<file path="config.mk">
export PLATFORM = sky130hd
export DESIGN_NAME = trng_ctrl
export DESIGN_NICKNAME = d
export VERILOG_FILES = /design/src/rtl/trng_ctrl.sv
export SDC_FILE = /design/constraint.sdc
export NUM_CORES = 1
export LEC_CHECK = 0
export ABC_AREA = 1
export BUFFER_PORTS_ARGS = -buffer_cell sky130_fd_sc_hd__buf_2
export CORE_MARGIN = 10
export CORE_UTILIZATION = 45
export DETAILED_ROUTE_END_ITERATION = 6
export SLEW_MARGIN = 15
export SYNTH_ARGS = -nofsm -noshare
export SYNTH_HDL_FRONTEND = slang
export SYNTH_SLANG_ARGS = --single-unit
</file>
<file path="constraint.sdc">
create_clock -name clk -period 3.5 [get_ports clk]
set_input_delay 0.175 -clock clk [delete_from_list [all_inputs] [get_ports clk]]
set_output_delay 0.175 -clock clk [all_outputs]
set_load 0.1 [all_outputs]
</file>
<file path="src/rtl/trng_ctrl.sv">
// TRNG front-end: polls the core, runs a repetition-count health test
// and buffers accepted entropy words in a small FIFO.
module trng_ctrl #(
    parameter int FIFO_DEPTH = 4,
    parameter int POLL_WAIT  = 16,
    parameter int RCT_LIMIT  = 3
) (
    input  logic        clk,
    input  logic        reset_n,
    output logic        trng_cs,
    output logic        trng_we,
    output logic [7:0]  trng_address,
    input  logic [31:0] trng_read_data,
    input  logic        trng_ready,
    output logic        rd_valid,
    output logic [31:0] rd_data,
    input  logic        rd_pop,
    output logic [4:0]  level,
    output logic        health_fail,
    input  logic        fail_clr
);

    localparam int AW = (FIFO_DEPTH > 1) ? $clog2(FIFO_DEPTH) : 1;
    localparam logic [7:0] ADDR_STATUS = 8'h09;
    localparam logic [7:0] ADDR_DATA   = 8'h20;

    typedef enum logic [2:0] {
        S_WAIT,
        S_POLL,
        S_FETCH,
        S_CHECK,
        S_HALT
    } state_t;

    state_t state;
    state_t state_nxt;

    logic [7:0]    wait_cnt;
    logic          wait_done;
    logic [31:0]   word_q;
    logic [31:0]   prev_word;
    logic [3:0]    rep_cnt;
    logic [3:0]    rep_nxt;
    logic          warm;
    logic          is_rep;
    logic          trip;
    logic          push;
    logic          pop;
    logic [31:0]   mem [FIFO_DEPTH];
    logic [AW-1:0] wr_ptr;
    logic [AW-1:0] rd_ptr;
    logic [4:0]    count;

    assign wait_done = (wait_cnt == 8'(POLL_WAIT - 1));
    assign is_rep    = !warm && (word_q == prev_word);
    assign rep_nxt   = rep_cnt + 4'd1;
    assign trip      = is_rep && (rep_nxt == 4'(RCT_LIMIT));
    assign push      = (state == S_CHECK) && !warm && !is_rep;
    assign pop       = rd_pop && rd_valid;

    always_ff @(posedge clk) begin
        if (!reset_n) state <= S_WAIT;
        else          state <= state_nxt;
    end

    always_comb begin
        state_nxt = state;
        unique case (state)
            S_WAIT:
                if (wait_done && (count < 5'(FIFO_DEPTH)))
                    state_nxt = S_POLL;
            S_POLL:
                if (trng_ready)
                    state_nxt = trng_read_data[0] ? S_FETCH : S_WAIT;
            S_FETCH:
                if (trng_ready) state_nxt = S_CHECK;
            S_CHECK:
                state_nxt = trip ? S_HALT : S_WAIT;
            S_HALT:
                if (fail_clr) state_nxt = S_WAIT;
            default:
                state_nxt = S_WAIT;
        endcase
    end

    always_comb begin
        trng_cs      = 1'b0;
        trng_address = 8'h00;
        unique case (state)
            S_POLL: begin
                trng_cs      = 1'b1;
                trng_address = ADDR_STATUS;
            end
            S_FETCH: begin
                trng_cs      = 1'b1;
                trng_address = ADDR_DATA;
            end
            default: ;
        endcase
    end

    assign trng_we = 1'b0;

    // Wait counter runs only in WAIT and parks at expiry while the FIFO is full
    always_ff @(posedge clk) begin
        if (!reset_n) begin
            wait_cnt    <= '0;
            word_q      <= '0;
            prev_word   <= '0;
            rep_cnt     <= '0;
            warm        <= 1'b1;
            health_fail <= 1'b0;
        end else begin
            if (state != S_WAIT)  wait_cnt <= '0;
            else if (!wait_done)  wait_cnt <= wait_cnt + 8'd1;

            if (state == S_FETCH && trng_ready)
                word_q <= trng_read_data;

            if (fail_clr) begin
                rep_cnt <= '0;
                warm    <= 1'b1;
            end else if (state == S_CHECK) begin
                if (warm) begin
                    prev_word <= word_q;
                    rep_cnt   <= 4'd1;
                    warm      <= 1'b0;
                end else if (is_rep) begin
                    rep_cnt <= rep_nxt;
                end else begin
                    prev_word <= word_q;
                    rep_cnt   <= 4'd1;
                end
            end

            if (state == S_HALT && fail_clr)
                health_fail <= 1'b0;
            else if (state == S_CHECK && trip)
                health_fail <= 1'b1;
        end
    end

    always_ff @(posedge clk) begin
        if (!reset_n) begin
            wr_ptr <= '0;
            rd_ptr <= '0;
            count  <= '0;
        end else begin
            if (push) wr_ptr <= wr_ptr + 1'b1;
            if (pop)  rd_ptr <= rd_ptr + 1'b1;
            unique case ({push, pop})
                2'b10:   count <= count + 5'd1;
                2'b01:   count <= count - 5'd1;
                default: ;
            endcase
        end
    end

    always_ff @(posedge clk) begin
        if (push) mem[wr_ptr] <= word_q;
    end

    assign rd_valid = (count != 5'd0);
    assign rd_data  = rd_valid ? mem[rd_ptr] : 32'h0;
    assign level    = count;

endmodule
</file>
* Word-level counts from Yosys, hierarchy flattened
Memory sizes are Yosys's and may differ from the RTL's. A register that Yosys moved wholly into a read port is not among the register bits. Cells that the tools add are included.
Storage, ports and cells: flip-flop bits (word level) 90, latch bits 0, memory bits (writable) 128, bits in read-only memories 0, input port bits 37, output and inout bits 49, word-level logic and storage cells 74, memories kept 1
Operators by class: add/subtract/negate cells 6, multipliers 0, divide/modulo/power cells 0, magnitude comparators 1, equality and inequality tests 14, shift operators 0, mux-type cells 19, bitwise operators 2, reductions and logical operators 21
Memory list:
- mem | depth 4, width 32, rd ports 1, clocked after memory_dff 1, wr ports 1, RTL line 49 | logic [31:0] mem [FIFO_DEPTH];
Operators with widths (number):
- 2-to-1 mux 32 bit | 3
- equality test 32 bit | 1
- 2-to-1 mux 3 bit | 5
- one-hot mux 3 bit (5 select lines) | 1
- one-hot mux 6 bit (2 select lines) | 1
- inequality test 2 bit (second input constant) | 5
- one-hot mux 5 bit (2 select lines) | 1
- logical AND 1 bit | 9
- adder 8 x 1 -> 8 bit (second input constant) | 1
- equality test 8 x 4 -> 1 bit (second input constant) | 1
- 2-to-1 mux 4 bit | 2
- OR reduction 2 bit | 4
- equality test 3 x 2 -> 1 bit (second input constant) | 2
- 2-to-1 mux 2 bit | 3
- adder 5 x 1 -> 5 bit (second input constant) | 1
- < comparator 5 x 3 -> 1 bit (second input constant) | 1
- nonzero test 5 bit | 1
- subtractor 5 x 1 -> 5 bit (second input constant) | 1
- adder 2 x 1 -> 2 bit (second input constant) | 2
- adder 4 x 1 -> 4 bit (second input constant) | 1
- equality test 4 x 2 -> 1 bit (second input constant) | 1
- AND reduction 4 bit | 1
- equality test 3 x 1 -> 1 bit (second input constant) | 1
- equality test 3 bit (second input constant) | 1
- 9 further kinds | 13

* Logic depth before layout (Yosys ltp)
depth in word-level cells 6, depth in mapped cells 22, gate-level depth less buffers 21

* Worst setup path after synthesis
No wires, ideal clock.
path type reg-to-output, from reg count[4], in the netlist level[4], to out rd_data[10], data arrival time 3915 ps, required time 3325 ps, path slack -590 ps, stages on the path, launching flop included 8, buffers on the path 1, cell sequence dfxtp_1 -> inv_1 -> nand3_1 -> nor2_1 -> nand2_1 -> inv_1 -> clkbuf_1 -> a21oi_1
On the way: longest elaborated chain between the ends 2
RTL lines:
- from (decl) | RTL line 52 | logic [4:0] count;
- from (signal assigned) | RTL line 152 | 2'b10: count <= count + 5'd1;
- from (signal assigned) | RTL line 153 | 2'b01: count <= count - 5'd1;
- nonzero test 5 bit | RTL line 163 | assign rd_valid = (count != 5'd0);
- net rd_valid | RTL line 15 | output logic rd_valid,
- 2-to-1 mux 32 bit | RTL line 164 | assign rd_data = rd_valid ? mem[rd_ptr] : 32'h0;
- to (decl) | RTL line 16 | output logic [31:0] rd_data,
The timed path passes the listed nets, and every way through them passes these cells.

* Worst setup path in the final report
from reg word_q[19], to reg count[4], in the netlist level[4]
On the way: longest elaborated chain between the ends 6, elaborated cells between the ends (all ways) 8, those cells by class eq/ne: 3; mux: 1; reduce/logical: 4
RTL lines:
- from (decl) | RTL line 40 | logic [31:0] word_q;
- from (signal assigned) | RTL line 118 | word_q <= trng_read_data;
- equality test 32 bit * | RTL line 55 | assign is_rep = !warm && (word_q == prev_word);
- logical AND 1 bit * | RTL line 55
- logical NOT 1 bit * | RTL line 58 | assign push = (state == S_CHECK) && !warm && !is_rep;
- logical AND 1 bit * | RTL line 58
- equality test 2 x 1 -> 1 bit / equality test 2 bit (equally long branches) | RTL line 151 | unique case ({push, pop})
- one-hot mux 5 bit (2 select lines) / nonzero test 2 bit (equally long branches)
Mark *: on every way between the ends. The rest lies on a longest branch, timed or not. A chain may end at the register's enable or synchronous reset.

==> results.tsv <==
stage	metric	value	unit
synth	synth_flop_cell	edfxtp_1	
worst_setup_path	r2r_start	word_q[19]	
timing	post-route-period-util	82.9	%
place	gp_congestion	0.780	
final_layout	n_fill_cell	1933	
global_routing	grt_first_pass_wirelength	36.4	mm
synth	syn_inst	1036	
flow_run	drv_cap	0	
worst_setup_path	crit_cells	21	
route	wirelength	22.3	mm
floorplan	placementRows	53	
route	avgViaCountPerCell	4.99	
worst_hold_path	hold_path_class	in2reg	
final_layout	mostFrequentLayoutCells	201 x nor2_1, 128 x edfxtp_1, 118 x nand2_1	
final_layout	nets	1171	
clock_network	clockBufferDepth	3	
floorplan	io_pins	86	
final_layout	syn_to_final_growth	15.4	%
timing	fin_worst_skew	0.0104	ns
global_routing	grt_pass1_vias	6865	
route	post_drt_wl_per_cell	15.8	um
worst_setup_path	r2r_end	level[4]	
global_routing	global_route.overflow_total	0	
worst_setup_path	endpoint_kind	flop	
timing	fmaxAchievable	345	MHz
clock_network	cts_tree	done	
synth	synth_edf_count	128	
power	power_density	938	nW/um2
worst_setup_path	startpoint_type	flop	
worst_setup_path	arrival	3.29	ns
clock_network	cts_sinks	220	
final_layout	regArea	5690	um2
synth	yosys_warnings	0	
worst_setup_path	endpoint	level[4]	
worst_setup_path	cpMostUsedCell	nand2_1	
synth	netlist_area	9570	um2
timing	setup_viol_count_final	0	
worst_setup_path	worst-path-max-fanout	6	
final_layout	multi_input_area	3240	um2
floorplan	core-area	21000	um2
worst_setup_path	setup.worst_path.start	word_q[19]	
floorplan	die_w	166	um
global_routing	antenna_found_initial	0	
clock_network	cts-root-buf	clkbuf_16	
synth	synth_seq_cells	220	
timing	relSlewSlack	37.7	%
clock_network	clk_pin_slew	0.06	ns
clock_network	cts_buffers	23	
worst_setup_path	cp_num_buf_inv	4	
worst_setup_path	max_stage_delay	0.45	ns
timing	period_minus_slack	2.90	ns
route	drt_iter0_markers	452	
status	violations	negative hold slack	
synth	synthArstFlopShare	0	%
global_routing	grt_usage	15.8	%
synth	avgSynthCellArea	9.24	um2
timing	final_max_slew_viol_count	0	
clock_network	clock_latency	0.50	ns
power	p_leak	4.26	nW
worst_setup_path	cpMaxStageDelayCell	dfxtp_1	
timing	finalHoldViolations	1	
clock_network	htreeDepth	1	
final_layout	fin_area	11000	um2
worst_setup_path	crit_family	simple AND/OR/NAND/NOR gates	
final_layout	stdcell_count	1413	
timing	worst_pin_slew	0.931	ns
floorplan	die_area	27500	um2
global_routing	grt_max_degree	70	
place	placed_cells	1356	
place	place_hpwl	13.8	mm
route	post-route-drc-count	0	
route	dr.pass1.iters	4	
route	ant_nets	0	
worst_setup_path	path_class	reg2reg	
worst_setup_path	path_cells	inv_1 > nand2_1 > nand2_1 > inv_1 > nand2_1 > nor2_1 > nand2_1 > nor2_2 > nand3_4 > nand2_2 > ha_1 > inv_1 > fa_1 > inv_1 > a21oi_1 > nor2_1 > nor2_1 > nand2_1 > nand3_1 > o21ai_0 > a21oi_1	
timing	hold_slack	-0.00682	ns
floorplan	initial_utilization	45.7	%
worst_setup_path	r2r_slack	0.60	ns
final_layout	final_common_cell	nor2_1	
synth	synth-seq-area-share	59.4	%
synth	ys_types	33	
place	place_area	10200	um2
timing	rsz0062_at_grt	no	
clock_network	postCtsSetupRepairBufs	0	
status	outcome	finished, violations left	
worst_setup_path	reg2regPathDepth	21	
power	ir_worst_vdd	0.897	mV
power	p_total	0.0104	W
worst_setup_path	crit_required	3.89	ns
route	vias	7057	
worst_hold_path	holdPathStages	3	
final_layout	antenna_cells	0	
floorplan	die_h	166	um
final_layout	drive_above_1_share	15.1	%
place	io_buffers	79	
-- worst min-delay path by stage --
| stage | slack, ns | from | endpoint |
|---|---|---|---|
| finish | -0.007 | trng_read_data[2] | word_q[2] |
| detailed placement | 0.45 | health_fail | health_fail |
| global route | 0.01 | trng_read_data[2] | word_q[2] |
| floorplan | 0.29 | fail_clr | warm |
| global placement | 0.46 | health_fail | health_fail |
| CTS | 0.00005 | trng_read_data[8] | word_q[8] |
-- stage by stage --
step,hold WS (ns),util (%),TNS [ns],worst slack [ns]
after global routing,0.0120,52.7,0,0.240
after detailed placement,0.454,48.6,0,0.602
final,-0.00682,52.7,0,0.598
after CTS,0.0000531,52.7,0,0.578
after global placement,0.456,48.6,0,0.670
after floorplan,0.294,-,-8.49,-0.278
-- report_power, final --
part / leakage, nW / internal, W / total, W / switching (W)
clock: 0.338 / 0.00135 / 0.00232 / 0.000961
combinational: 2.00 / 0.000843 / 0.00489 / 0.00404
sequential: 1.93 / 0.00295 / 0.00316 / 0.000213
total: 4.26 / 0.00514 / 0.0104 / 0.00522
-- layout make-up --
type | count | share of cell area [%]
flip-flops and latches | 220 | 51.5
multi-input cells | 663 | 29.3
repair buffers | 113 | 6.25
clock buffers | 30 | 5.45
inverters | 101 | 3.43
well taps | 275 | 3.12
clock inverters | 11 | 0.929
-- cells in the mapped netlist, types with 6 or more instances --
cell	count	area [um2]
nand3_1	29	145
ha_1	11	138
a21oi_1	116	581
nor2_1	205	769
edfxtp_1	128	3840
xor2_1	7	61.3
dfxtp_1	92	1840
inv_1	95	357
buf_2	6	30.0
clkbuf_1	29	109
nand3_2	23	230
o21ai_0	116	581
nand2_1	120	450
buf_1	6	22.5
xnor2_1	9	78.8
buf_6	7	78.8
buf_4	9	67.6
-- worst min-delay path: stages --
cell and delay, ns:
buf_2 0.08, o21ai_0 0.09, a21oi_1 0.11
-- state kept, by name, summed over array words and instances (netlist names), named ones only --
| signal | count |
|---|---|
| word_q | 32 |
| rd_ptr | 2 |
| rep_cnt | 4 |
| prev_word | 32 |
| warm | 1 |
| level | 5 |
| wait_cnt | 8 |
| wr_ptr | 2 |
| health_fail | 1 |
| mem | 128 |
| state | 3 |
-- repair_timing --
item                       in CTS  in global routing
hold endpoints to repair       16                  0
setup endpoints to repair       0                  0
resized for setup               0                  0
hold buffers                   16                  0
-- cell families after synthesis --
family / count (synthesis) / synth area share (%)
buf+inv: 158 / 7.17
compound gates: 237 / 12.4
flops: 220 / 59.4
other cells: 1 / 0.0392
xor+xnor: 16 / 1.46
simple gates: 392 / 17.9
fa+ha+maj: 12 / 1.65
-- per-layer routing --
layer	share of wire [%]	vias up	track usage, %
li1	-	3587	-
met1	47	3292	21.9
met4	1.6	0	3.97
met2	45	153	25.3
met3	6.1	25	2.48
met5	0	-	0
No activity file was read; power rests on OpenSTA's default activity.
